`config.mk`:
```
export PLATFORM = sky130hd
export DESIGN_NAME = hazard_unit
export DESIGN_NICKNAME = d
export VERILOG_FILES = /design/src/rtl/pipe_pkg.sv /design/src/rtl/hazard_cmp.sv /design/src/rtl/hazard_unit.sv
export SDC_FILE = /design/constraint.sdc
export NUM_CORES = 1
export LEC_CHECK = 0
export CAP_MARGIN = 20
export CORE_ASPECT_RATIO = 0.6
export CORE_MARGIN = 10
export CORE_UTILIZATION = 25
export DETAILED_ROUTE_END_ITERATION = 7
export PLACE_DENSITY = 0.52
export SYNTH_ARGS = -nofsm -noshare
export SYNTH_HDL_FRONTEND = slang
export SYNTH_HIERARCHICAL = 1
export SYNTH_SLANG_ARGS = --single-unit
```
`constraint.sdc`:
```
create_clock -name clk_i -period 4.22 [get_ports clk_i]
set_clock_uncertainty 0.2 [all_clocks]
set_input_delay 0.844 -clock clk_i [delete_from_list [all_inputs] [get_ports clk_i]]
set_output_delay 0.844 -clock clk_i [all_outputs]
set_load 0.05 [all_outputs]
```
`src/rtl/pipe_pkg.sv`:
```
// pipe_pkg: shared hazard-FSM state encoding and load-latency limits.
package pipe_pkg;
  typedef enum logic [1:0] {IDLE, LSTALL, MWAIT} hz_state_e;
  localparam int LOAD_LAT_MIN = 1;
  localparam int LOAD_LAT_MAX = 7;
endpackage

```
`src/rtl/hazard_cmp.sv`:
```
// hazard_cmp: combinational load-use hazard detection against the ID sources.
module hazard_cmp #(
  parameter int REG_AW = 5
) (
  input  logic              id_ex_mem_read_i,
  input  logic [REG_AW-1:0] id_ex_rt_i,
  input  logic [REG_AW-1:0] if_id_rs_i,
  input  logic [REG_AW-1:0] if_id_rt_i,
  input  logic              if_id_use_rt_i,
  output logic              hazard_o
);
  assign hazard_o = id_ex_mem_read_i && (|id_ex_rt_i) &&
                    (id_ex_rt_i == if_id_rs_i || (if_id_use_rt_i && id_ex_rt_i == if_id_rt_i));
endmodule

```
`src/rtl/hazard_unit.sv`:
```
// hazard_unit: load-use stall / memory-freeze control FSM with saturating stall counter.
module hazard_unit
  import pipe_pkg::*;
#(
  parameter int REG_AW   = 5,
  parameter int LOAD_LAT = 1,
  parameter int CNT_W    = 16
) (
  input  logic              clk_i,
  input  logic              rst_i,
  input  logic              id_ex_mem_read_i,
  input  logic [REG_AW-1:0] id_ex_rt_i,
  input  logic [REG_AW-1:0] if_id_rs_i,
  input  logic [REG_AW-1:0] if_id_rt_i,
  input  logic              if_id_use_rt_i,
  input  logic              branch_taken_i,
  input  logic              dmem_busy_i,
  output logic              pc_write_o,
  output logic              if_id_write_o,
  output logic              id_ex_nop_o,
  output logic              if_id_flush_o,
  output logic              pipe_freeze_o,
  output logic [CNT_W-1:0]  stall_cnt_o
);
  localparam int LAT = LOAD_LAT < LOAD_LAT_MIN ? LOAD_LAT_MIN :
                       LOAD_LAT > LOAD_LAT_MAX ? LOAD_LAT_MAX : LOAD_LAT;
  localparam logic [2:0] CNT_INIT = 3'(LAT - 1);
  hz_state_e state_q, state_d, st;
  logic [2:0] cnt_q, cnt_d;
  logic [CNT_W-1:0] stall_q, stall_d;
  logic hazard, bubble, stall;
  hazard_cmp #(.REG_AW(REG_AW)) u_cmp (
    .id_ex_mem_read_i(id_ex_mem_read_i),
    .id_ex_rt_i      (id_ex_rt_i),
    .if_id_rs_i      (if_id_rs_i),
    .if_id_rt_i      (if_id_rt_i),
    .if_id_use_rt_i  (if_id_use_rt_i),
    .hazard_o        (hazard)
  );
  // Once memory releases, MWAIT behaves as the state it interrupted, so the
  // release cycle is already a bubble when load-stall cycles are still owed.
  always_comb begin
    st = rst_i ? IDLE : state_q == MWAIT ? (cnt_q == 3'd0 ? IDLE : LSTALL) : state_q;
    bubble = !dmem_busy_i && (st == LSTALL || (st == IDLE && hazard));
    stall = dmem_busy_i || bubble;
    pipe_freeze_o = dmem_busy_i;
    pc_write_o = !stall;
    if_id_write_o = !stall;
    id_ex_nop_o = bubble;
    if_id_flush_o = !stall && branch_taken_i;
    state_d = dmem_busy_i ? MWAIT :
              st == LSTALL ? (cnt_q == 3'd1 ? IDLE : LSTALL) :
              (hazard && LAT > 1) ? LSTALL : IDLE;
    cnt_d = dmem_busy_i ? cnt_q : st == LSTALL ? cnt_q - 3'd1 : hazard ? CNT_INIT : 3'd0;
    stall_d = (stall && stall_q != '1) ? stall_q + 1'b1 : stall_q;
  end
  always_ff @(posedge clk_i) begin
    if (rst_i) begin
      state_q <= IDLE;
      cnt_q <= 3'd0;
      stall_q <= '0;
    end else begin
      state_q <= state_d;
      cnt_q <= cnt_d;
      stall_q <= stall_d;
    end
  end
  assign stall_cnt_o = stall_q;
endmodule

```
# --- Yosys cells after proc, flatten, opt, wreduce, memory -nomap -nowiden ---
# Index checks and enable logic that the tools add are counted.
# Widths: inputs -> output; s select.
totals:
  regBits: 21
  mem_bits_ro: 0
  output_inout_bits: 21
  elab_cells: 36
  ram_bits: 0
  memories: 0
  latch_bits: 0
op_classes:
  eq_ne: 6
  n_reduce_logical: 16
  n_lt_le_gt_ge: 0
  n_mul: 0
  n_addsub: 2
  muxes: 7
  n_div: 0
  shift: 0
  bitwise: 1
ops:
  columns: ["op", "count"]
  rows:
  - ["$add 16x1->16 const B", 1]
  - ["$ne 16x16->1 const B", 1]
  - ["$eq 5x5->1", 2]
  - ["$logic_and 1x1->1", 7]
  - ["$mux 2", 3]
  - ["$reduce_or 5->1", 1]
  - ["$eq 3x1->1 const B", 1]
  - ["$logic_not 3->1", 1]
  - ["$logic_or 1x1->1", 3]
  - ["$mux 1", 3]
  - ["$mux 3", 1]
  - ["$reduce_or 3->1", 1]
  - ["$sub 3x1->3 const B", 1]
  - ["$eq 2x1->1 const B", 1]
  - ["$eq 2x2->1 const B", 1]
  - ["$logic_not 1->1", 2]
  - ["$logic_not 2->1", 1]
  - ["$not 1->1", 1]

# --- Logic depth before layout (Yosys ltp) ---
# Gate-level depths: netlist of run 1.
depth:
  depth_word: 11
  ltp_mapped: 10

# --- By module ---
# The synthesis of run 1 kept the hierarchy.
by_module_without_submodules:
  columns: ["module", "cells_per_inst", "area_each_um2", "instances", "seq_area_each_um2"]
  rows:
  - ["hazard_unit", 129, 1086.0, 1, 420.4]
  - ["hazard_cmp", 17, 132.6, 1, 0.0]

# --- Worst setup path before layout of run 1 ---
# Ideal clock, no wire load.
synth_path:
  path_kind: "input port to output port"
  start: "in id_ex_rt_i[0]"
  end: "out if_id_flush_o"
  stages: 6
  n_path_buf: 0
  t_arrival_ns: 3.200
  t_required_ns: 3.176
  slack_ns: -0.024
  path_cell_list: "or4_1 -> o21ai_1 -> a21oi_1 -> o311a_2 -> nor2_1 -> and2_1"
synth_between:
  elab_chain_cells: 10
  word_cells_on_any_way: 13
  cone_classes: "eq/ne (2); reduce/logical (11)"
synth_rtl:
  columns: ["item", "line", "rtl"]
  rows:
  - ["start, declared", "hazard_unit.sv:12", "input logic [REG_AW-1:0] id_ex_rt_i,"]
  - ["$eq 5x5->1", "hazard_cmp.sv:13", "(id_ex_rt_i == if_id_rs_i || (if_id_use_rt_i && id_ex_rt_i == if_id_rt_i));"]
  - ["$logic_and 1x1->1", "hazard_cmp.sv:13", null]
  - ["$logic_or 1x1->1", "hazard_cmp.sv:13", null]
  - ["$logic_and 1x1->1 (*)", "hazard_cmp.sv:12", "assign hazard_o = id_ex_mem_read_i && (|id_ex_rt_i) &&"]
  - ["via hazard", "hazard_unit.sv:31", "logic hazard, bubble, stall;"]
  - ["$logic_and 1x1->1 (*)", "hazard_unit.sv:44", "bubble = !dmem_busy_i && (st == LSTALL || (st == IDLE && hazard));"]
  - ["$logic_or 1x1->1 (*)", "hazard_unit.sv:44", null]
  - ["$logic_and 1x1->1 (*)", "hazard_unit.sv:44", null]
  - ["$logic_or 1x1->1 (*)", "hazard_unit.sv:45", "stall = dmem_busy_i || bubble;"]
  - ["$logic_not 1->1 (*)", null, null]
  - ["via if_id_write_o", "hazard_unit.sv:19", "output logic if_id_write_o,"]
  - ["$logic_and 1x1->1 (*)", "hazard_unit.sv:50", "if_id_flush_o = !stall && branch_taken_i;"]
  - ["end, declared", "hazard_unit.sv:21", "output logic if_id_flush_o,"]
# The timed path passes the listed nets; every way through them passes the cells marked *.

# --- Worst setup path after layout of run 1 ---
layout_path:
  start: "in id_ex_rt_i[0]"
  end: "out if_id_flush_o"
layout_between:
  elab_chain_cells: 10
  word_cells_on_any_way: 13
  cone_classes: "eq/ne (2); reduce/logical (11)"
layout_rtl:
  columns: ["item", "line"]
  rows:
  - ["$eq 5x5->1", "hazard_cmp.sv:13"]
  - ["$logic_and 1x1->1", "hazard_cmp.sv:13"]
  - ["$logic_or 1x1->1", "hazard_cmp.sv:13"]
  - ["$logic_and 1x1->1 (*)", "hazard_cmp.sv:12"]
  - ["via hazard", "hazard_unit.sv:31"]
  - ["$logic_and 1x1->1 (*)", "hazard_unit.sv:44"]
  - ["$logic_or 1x1->1 (*)", "hazard_unit.sv:44"]
  - ["$logic_and 1x1->1 (*)", "hazard_unit.sv:44"]
  - ["$logic_or 1x1->1 (*)", "hazard_unit.sv:45"]
  - ["$logic_not 1->1 (*)", "hazard_unit.sv:50"]
  - ["$logic_and 1x1->1 (*)", "hazard_unit.sv:50"]
# Marks and branches as above.

==> run metrics, run 1 <==
first-pass GRT wire length 5.961 mm; Routed Antenna Nets 0; Layout area overhead 45.89%; Setup Crit Path Kind in2out; Avg Synthesized Cell Area 8.347 µm²; CTS tree built; final setup vio count 0; status complete, no violations; Reg2Reg Capture Point stall_cnt_o[13]; VDD IR-drop max just under 0.09 mV; Final Net Count 213; max_cap viols 0; Syn Std Cell Area ~1200 µm²; HP Class reg2reg; Row Count 19; Synth Warn # 6; postcts setup bufs 0; Core Box Area 4636 µm²; unique cell type count in the Yosys netlist 39; unrepaired setup endpoints after global routing no; antenna cells 0; crit start category input pin; Vias/cell about 4.8; vias after detailed routing 1200; DP HPWL about 2.9 mm; CTS root buf clkbuf_8; R2R Setup Slk 1.83 ns; Data arrival, critical path roughly 2.9 ns; Final Cycle Share 94.09%; Fmax about 250 MHz; Routed wire per std cell 14.34 µm; M1 WL 1.686 mm; layout cells sized above 1 9.626%; fillcell total around 500; # clock sinks 21; worst reg2reg path depth 9; Final min period 3.971 ns; Skew-Pair Late Insertion Delay 0.26 ns; Die H between 70 and 80 µm; post-synthesis cell count 146; worst slew pin tran between 0.5 and 0.6 ns; Slew headroom 60.15%; area occupied by registers roughly 420 µm²; pin count of the biggest net entering global routing 14; Leakage around 0.6 nW; Worst EP required between 3 and 4 ns; CTS resizes 0; highest metal layer with signal wires met4; Setup crit end kind output pin; footprint of the multi-input gates 742.0 µm²; Power Dens Cells 232.8 nW/µm²; vias in the first global route 1207; crit path launch id_ex_rt_i[0]; Final Hold Violating Endpoints 0; routed wl met3 339 µm; DRT Pass-1 Iters 4; total gr overflow 0; Hold Crit Depth 2; post-synthesis sequential area ratio 34.50%; Mapped Nets 171; Critical Path Sink if_id_flush_o; overall routing resource usage 9.159%; CTS buffer count 3; Final GP Congestion about 0.77; Crit Path Max Fanout 7; clock-pin slew on the worst setup and hold paths 0.07 ns; cts hold-fix bufs 0; I/O pin cnt 42; Die X 110.1 µm; Max clock buf depth 2; Die Area 8159 µm²; total negative slack 0 ns; DRC viols 0; PortBufs 41; H-tree Lvls 1; Initial Utilization 26.29%; Worst R2R Start cnt_q[0]; drt first-iter violations 38; synthesis-stage register bit count 21; met2 wire length about 1.5 mm; final wirelength 3.585 mm; Final Total Pwr between 0.0004 and 0.0005 W; initial antenna violation count 0; Max Slew Vio Count 0
[cell usage after synthesis]
library cell / instances / area [µm²]
o21ai_1: 3 / 15.01
o21ba_2: 1 / 10.01
inv_1: 5 / 18.77
mux2i_1: 1 / 10.01
clkbuf_1: 2 / 7.510
o311a_1: 1 / 10.01
nor2_2: 1 / 6.260
o21ai_0: 11 / 55.05
or2_2: 2 / 12.51
nand3_1: 8 / 40.04
and4_1: 4 / 35.03
o311ai_0: 2 / 17.52
o41ai_1: 2 / 17.52
nor2b_1: 5 / 31.28
nor3_1: 4 / 20.02
nor4_2: 1 / 12.51
o211ai_1: 1 / 7.510
o311a_2: 1 / 11.26
dfxtp_1: 21 / 420.4
nand2_1: 11 / 41.29
xnor2_1: 3 / 26.28
o31ai_1: 1 / 7.510
nand3b_1: 1 / 7.510
and2_1: 1 / 6.260
buf_2: 2 / 10.01
or3_1: 5 / 31.28
nand4_1: 3 / 18.77
nand4bb_1: 1 / 11.26
or4_1: 2 / 15.01
nor2_1: 7 / 26.28
nand2b_1: 1 / 6.260
and3_1: 2 / 12.51
buf_4: 3 / 22.52
ha_1: 4 / 50.05
xor2_1: 10 / 87.58
o211ai_2: 1 / 12.51
o21a_1: 2 / 15.01
o21bai_1: 1 / 7.510
a21oi_1: 9 / 45.04
[placed cells by master, fill, tap and decap left out, drive strengths merged, types with 4 or more instances in the layout]
cell type / instances
or3: 5
buf: 7
ha: 4
dfxtp: 21
clkdlybuf4s50: 37
xor2: 10
nor2: 8
a21oi: 9
nand3: 8
nor3: 4
clkbuf: 4
inv: 5
nor2b: 5
nand2: 11
and4: 4
o21ai: 14
[worst min-delay path by stage]
stage                          end  slack (ns)  startpoint
after floorplan           cnt_q[1]        0.23    cnt_q[1]
after global placement    cnt_q[2]        0.23    cnt_q[2]
after detailed placement  cnt_q[2]        0.24    cnt_q[2]
after CTS                 cnt_q[2]        0.26    cnt_q[2]
after global routing      cnt_q[2]        0.33    cnt_q[2]
final                     cnt_q[2]        0.26    cnt_q[2]
[state kept, by name, summed over array words and instances (netlist names)]
| register | cells |
|---|---|
| state_q | 2 |
| cnt_q | 3 |
| stall_cnt_o | 16 |
[stage by stage]
step           util (%)  instances  instance area, µm²  hold slack (ns)  setup WS [ns]
3_3_place_gp      37.38        246                1733           0.2342         0.2509
2_1_floorplan         -        146                1221           0.2250         0.2444
5_1_grt           38.35        250                1778           0.3291         0.1210
4_1_cts           38.35        250                1778           0.2606         0.2330
3_5_place_dp      37.38        246                1733           0.2429         0.2380
6_report          38.35        250                1778           0.2594         0.2495
[worst max-delay path, stage by stage]
cell	delay [ns]
clkdlybuf4s50_1	0.46
or4_1	0.54
o21ai_1	0.13
a21oi_1	0.06
o311a_2	0.45
nor2_2	0.12
and2_1	0.18
buf_12	0.14
[final cells by class]
cell class | instances | area share, %
multi-input combinational | 113 | 41.73
timing repair buffer | 44 | 26.60
sequential | 21 | 23.65
tap | 63 | 4.433
clock buffer | 4 | 2.533
inverter | 5 | 1.056
[layer usage]
layer | track usage, % | up-vias
met5 | 0 | -
met4 | 1.702 | 0
met3 | 4.228 | 2
met2 | 13.75 | 35
met1 | 11.87 | 551
li1 | - | 612
[kinds of logic after synthesis]
group           share of synthesized area, %
simple gates                           27.41
compound gates                         18.99
flops                                  34.50
xor+xnor                               9.343
buf+inv                                4.826
fa+ha+maj                              4.107
mux                                   0.8214
[report_power, final]
group / leakage [nW] / switching [W] / internal [W]
Sequential: 0.170 / 0.00000344 / 0.000201
Clock: 0.0228 / 0.0000657 / 0.0000673
Combinational: 0.406 / 0.0000379 / 0.0000389
Power figures use the tool's default switching activity.
==> run 2: changes to the inputs <==
--- a/config.mk
+++ b/config.mk
@@ -10,8 +10,10 @@
 export CORE_MARGIN = 10
 export CORE_UTILIZATION = 25
 export DETAILED_ROUTE_END_ITERATION = 7
+export GPL_ROUTABILITY_DRIVEN = 0
 export PLACE_DENSITY = 0.52
 export SYNTH_ARGS = -nofsm -noshare
 export SYNTH_HDL_FRONTEND = slang
 export SYNTH_HIERARCHICAL = 1
 export SYNTH_SLANG_ARGS = --single-unit
+export TNS_END_PERCENT = 5
==> results of run 2 <==
Same layout as run 1: the final DEF is identical, and so are final timing and power.
